==> config.mk <==
export PLATFORM = sky130hd
export DESIGN_NAME = fifo_axi_wr_drain
export DESIGN_NICKNAME = d
export VERILOG_FILES = /design/src/rtl/dma_pkg.sv /design/src/rtl/fifo_axi_wr_drain.sv
export SDC_FILE = /design/constraint.sdc
export NUM_CORES = 1
export LEC_CHECK = 0
export ABC_AREA = 0
export BUFFER_PORTS_ARGS = -buffer_cell sky130_fd_sc_hd__buf_2
export CAP_MARGIN = 20
export CORE_MARGIN = 3
export CORE_UTILIZATION = 50
export DETAILED_ROUTE_END_ITERATION = 8
export PLACE_DENSITY = 0.81
export REMOVE_ABC_BUFFERS = 1
export SYNTH_ARGS = -nofsm -noshare
export SYNTH_HDL_FRONTEND = slang
export SYNTH_SLANG_ARGS = --single-unit
==> constraint.sdc <==
create_clock -name clk -period 3.08 [get_ports clk]
set_input_delay 0.308 -clock clk [delete_from_list [all_inputs] [get_ports clk]]
set_output_delay 0.308 -clock clk [all_outputs]
set_load 0.02 [all_outputs]
==> src/rtl/dma_pkg.sv <==
// Shared types and AXI encodings for the DMA datapath blocks.
package dma_pkg;

  typedef enum logic [1:0] {IDLE, AW, W, B} state_e;

  localparam logic [2:0]  SIZE_WORD         = 3'b010;
  localparam logic [1:0]  BURST_INCR        = 2'b01;
  localparam logic [1:0]  RESP_OKAY         = 2'b00;
  localparam int unsigned MAX_BURST_DEFAULT = 16;

endpackage

==> src/rtl/fifo_axi_wr_drain.sv <==
// Empties a show-ahead word FIFO onto AXI4 as INCR write bursts, one burst outstanding at a time.
module fifo_axi_wr_drain
  import dma_pkg::*;
#(
  parameter int unsigned MAX_BURST = MAX_BURST_DEFAULT,
  parameter logic [3:0]  AXI_ID    = 4'd0
) (
  input  logic        clk,
  input  logic        rstn,
  input  logic        start,
  input  logic [31:0] dst_addr,
  input  logic [15:0] len_words,
  output logic        busy,
  output logic        done,
  output logic        err,
  output logic        fifo_ren,
  input  logic [31:0] fifo_do,
  input  logic        fifo_empty,
  output logic        fifo_clear,
  output logic [3:0]  AWID,
  output logic [31:0] AWADDR,
  output logic [3:0]  AWLEN,
  output logic [2:0]  AWSIZE,
  output logic [1:0]  AWBURST,
  output logic        AWVALID,
  input  logic        AWREADY,
  output logic [31:0] WDATA,
  output logic [3:0]  WSTRB,
  output logic        WLAST,
  output logic        WVALID,
  input  logic        WREADY,
  input  logic [3:0]  BID,
  input  logic [1:0]  BRESP,
  input  logic        BVALID,
  output logic        BREADY
);

  state_e      state_q, state_d;
  logic [31:0] addr_q, addr_d;
  logic [15:0] rem_q, rem_d;
  logic [4:0]  beats_q, beats_d;
  logic [4:0]  left_q, left_d;
  logic        err_q, err_d;
  logic        done_q, done_d;
  logic        clr_q, clr_d;

  logic [4:0]  burst_beats;
  logic [15:0] rem_after;
  logic        w_hs;
  logic        unused_bid;

  // Burst size is derived from the remaining count, so AWLEN stays put while AWVALID waits.
  assign burst_beats = (rem_q >= 16'(MAX_BURST)) ? 5'(MAX_BURST) : rem_q[4:0];
  assign rem_after   = rem_q - {11'd0, beats_q};
  assign w_hs        = WVALID & WREADY;
  assign unused_bid  = ^BID;

  assign AWID     = AXI_ID;
  assign AWADDR   = addr_q;
  assign AWLEN    = 4'(burst_beats - 5'd1);
  assign AWSIZE   = SIZE_WORD;
  assign AWBURST  = BURST_INCR;
  assign AWVALID  = (state_q == AW);
  assign WDATA    = fifo_do;
  assign WSTRB    = 4'hF;
  assign WVALID   = (state_q == W) & ~fifo_empty;
  assign WLAST    = (state_q == W) & (left_q == 5'd1);
  assign fifo_ren = w_hs;
  assign BREADY   = (state_q == B);
  assign busy     = (state_q != IDLE);
  assign done     = done_q;
  assign err      = err_q;
  assign fifo_clear = clr_q;

  always_ff @(posedge clk or negedge rstn) begin
    if (!rstn) begin
      state_q <= IDLE;
      addr_q  <= '0;
      rem_q   <= '0;
      beats_q <= '0;
      left_q  <= '0;
      err_q   <= 1'b0;
      done_q  <= 1'b0;
      clr_q   <= 1'b0;
    end else begin
      state_q <= state_d;
      addr_q  <= addr_d;
      rem_q   <= rem_d;
      beats_q <= beats_d;
      left_q  <= left_d;
      err_q   <= err_d;
      done_q  <= done_d;
      clr_q   <= clr_d;
    end
  end

  always_comb begin
    state_d = state_q;
    addr_d  = addr_q;
    rem_d   = rem_q;
    beats_d = beats_q;
    left_d  = left_q;
    err_d   = err_q;
    done_d  = 1'b0;
    clr_d   = 1'b0;
    case (state_q)
      IDLE: begin
        if (start) begin
          err_d = 1'b0;
          if (len_words != 16'd0) begin
            state_d = AW;
            addr_d  = dst_addr;
            rem_d   = len_words;
          end else begin
            done_d = 1'b1;
          end
        end
      end
      AW: begin
        if (AWREADY) begin
          state_d = W;
          beats_d = burst_beats;
          left_d  = burst_beats;
        end
      end
      W: begin
        if (w_hs) begin
          left_d = left_q - 5'd1;
          if (left_q == 5'd1) state_d = B;
        end
      end
      B: begin
        if (BVALID) begin
          rem_d  = rem_after;
          addr_d = addr_q + {25'd0, beats_q, 2'b00};
          if (BRESP != RESP_OKAY) begin
            // Abort: drop whatever is left and flush the FIFO so the next job starts clean.
            state_d = IDLE;
            rem_d   = '0;
            err_d   = 1'b1;
            done_d  = 1'b1;
            clr_d   = 1'b1;
          end else if (rem_after == 16'd0) begin
            state_d = IDLE;
            done_d  = 1'b1;
          end else begin
            state_d = AW;
          end
        end
      end
      default: state_d = IDLE;
    endcase
  end

endmodule

==> reports/results.txt <==
Commonest cells after routing, fill and taps aside: 101 x buf_2, 63 x dfrtp_1, 51 x o21ai_0, 49 x nand2_1, 47 x nor2_1
Final Hold Vio Count: 0
Yosys top cell area share: 0.326
Post-Synthesis Cell Area: 4840 sq um
Worst-path fanout max: 8
Post-DRT Antenna Nets: 0
Startpoint Class: flip-flop
Critical path class: flip-flop to output port
Die H: 104 um
H-tree depth: 3
Max-slew violations: 0
Die area: 10900 sq um
Commonest non-fill, non-tap cell in the layout: buf_2
CTS resizes: 0
Clock tree buffer depth: 2
Via count: 4812
Post-synth EDFFs: 0
Largest net degree at the start of global routing: 64
Initial DRC count: 264
Initial Utilization: 0.519
Clk slew on worst S/H paths: 70 ps
Hold Path Class: input port to asynchronous set/reset pin
# hold bufs at CTS: 0
Share of cells above drive strength 1: 0.222
Clock skew: 7.15 ps
Vias in the first global route: 4540
Syn Inst Count: 590
Area growth, synth to finish: 11.8%
Core area: 9330 sq um
CTS Root Cell: clkbuf_8
Sequential fraction of the synthesis area: 0.326
FF+latch count, synth: 63
Cell taking the most area after synthesis: dfrtp_1
Post-CTS Setup Bufs: 0
First-pass GRT wire length: 22900 um
# diodes: 0
Top FF cell, synth: dfrtp_1
WL/cell: 18.1 um
CTS tree: yes
Hold slack: 124 ps
Total GRT Usage: 0.258
GPL Wtd Cong: 0.873
I/O pin total: 183
Area of the multi-input gates: 2770 sq um
Antenna violations before repair: 0
Util after Layout: 0.580
Critical path data required time: 2770 ps
Clk_lat worst skew: 350 ps
PortBufs: 101
Via/cell ratio: 6.09
Max Fclk: 0.344 GHz
PwrDens: 1100 nW/um^2
# setup viols final: 0
Synth unique cells: 68
RSZ-0062 raised after global routing: false
Crit path DAT: 2600 ps
Filler cells: 858
# Max-Cap Violations: 0
Max-slew headroom: 0.447
Final Cycle Share: 0.943
Num CTS Buffers: 9
Maximum vdd drop: 0.000601 V
Min Clock Period, post-route: 2900 ps
Top post-synthesis cells by area: dfrtp_1 33%, buf_4 7.1%, o21ai_0 5.4%
Clock Sink Count: 63
Synthesis Warnings: 0
CP endpoint kind: output port
Avg Cell Area, Syn: 8.20 sq um
DR pass1 iterations: 5
Design area: 5410 sq um
Congestion Overflow GR: 0
Detailed Place HPWL: 10600 um
Placed inst area: 5220 sq um
DIE WIDTH: 104 um
Rows: 35
Least-Margin Pin Slew: 830 ps
Leak: 0.00241 uW
DRC Markers: 0
Sequential cell area: 1580 sq um
Nets: 769
Async S/R FF share, synth: 1.00
Final WL: 14300 um
Outcome: complete, no violations
stage by stage:
step / power [uW] / setup slack, ps / setup TNS, ps / std cells
after floorplan: 4070 / -628 / -17480 / 530
after global placement: 5030 / 588 / 0 / 774
after detailed placement: 5190 / 470 / 0 / 774
after CTS: 5930 / 199 / 0 / 790
after global routing: 6450 / 54.4 / 0 / 790
final: 5950 / 177 / 0 / 790
final timing paths:
path                                   startpoint                endpoint  slack, ps  depth (start not counted)
max                          rem_q[8]$_DFFE_PN0P_                AWLEN[2]        180                          7
min                                          rstn   AWADDR[9]$_DFFE_PN0P_        120                          2
max reg2reg                beats_q[1]$_DFFE_PN0P_  AWADDR[29]$_DFFE_PN0P_        540                          7
min reg2reg                 AWADDR[1]$_DFFE_PN0P_   AWADDR[1]$_DFFE_PN0P_        490                          2
max in group asynchronous                    rstn  AWADDR[21]$_DFFE_PN0P_       2400                          2
min in group clk                     dst_addr[18]  AWADDR[18]$_DFFE_PN0P_        190                          3
worst max-delay path: stages, from the launching register on:
cell and delay, ps:
dfrtp_1 460, or3_4 450, nor3_4 270, nor4b_4 330
nand2_1 190, ha_1 250, xnor2_1 140, buf_2 170
flip-flops by register name, indices dropped and copies added, names as in the netlist:
register	flops
AWADDR	32
beats_q	5
done	1
err	1
fifo_clear	1
left_q	5
rem_q	16
state_q	2
layout make-up:
type / count / area share
Tap cell: 129 / 0.0298
Timing Repair Buffer: 115 / 0.113
Clock buffer: 12 / 0.0268
Multi-Input combinational cell: 439 / 0.511
Clock inverter: 4 / 0.00833
Inverter: 28 / 0.0194
Sequential cell: 63 / 0.291
cell usage after synthesis, types with 7 or more instances:
library cell,instances
or3_1,8
nor3_1,24
ha_1,18
mux2i_1,10
and3_1,8
nor4_1,10
inv_1,28
nand3_1,18
a22oi_1,8
o21ai_0,52
buf_4,46
nand4_1,7
clkbuf_1,17
nand2_1,49
dfrtp_1,63
a21oi_1,39
a32oi_1,8
nor2b_1,8
nor2_1,47
report_power, final:
part	internal, uW	switching [uW]
Clock	393	340
Sequential	1220	479
Combinational	1340	2180
Total	2950	2990
layer usage:
layer	vias up	part of all wire	track usage
met5	-	0	0.0381
li1	2265	-	-
met4	0	0.013	0.0636
met2	245	0.45	0.402
met3	21	0.11	0.0956
met1	2281	0.42	0.337
logic make-up after synthesis:
family                     share of synthesized area
AOI/OAI and AO/OA                              0.240
and+or+nand+nor                                0.226
buffers and inverters                          0.115
DFF                                            0.326
muxes                                         0.0277
adders and majority gates                     0.0548
other                                        0.00155
xor gates and xnor gates                     0.00905
Power figures use the tool's default switching activity.
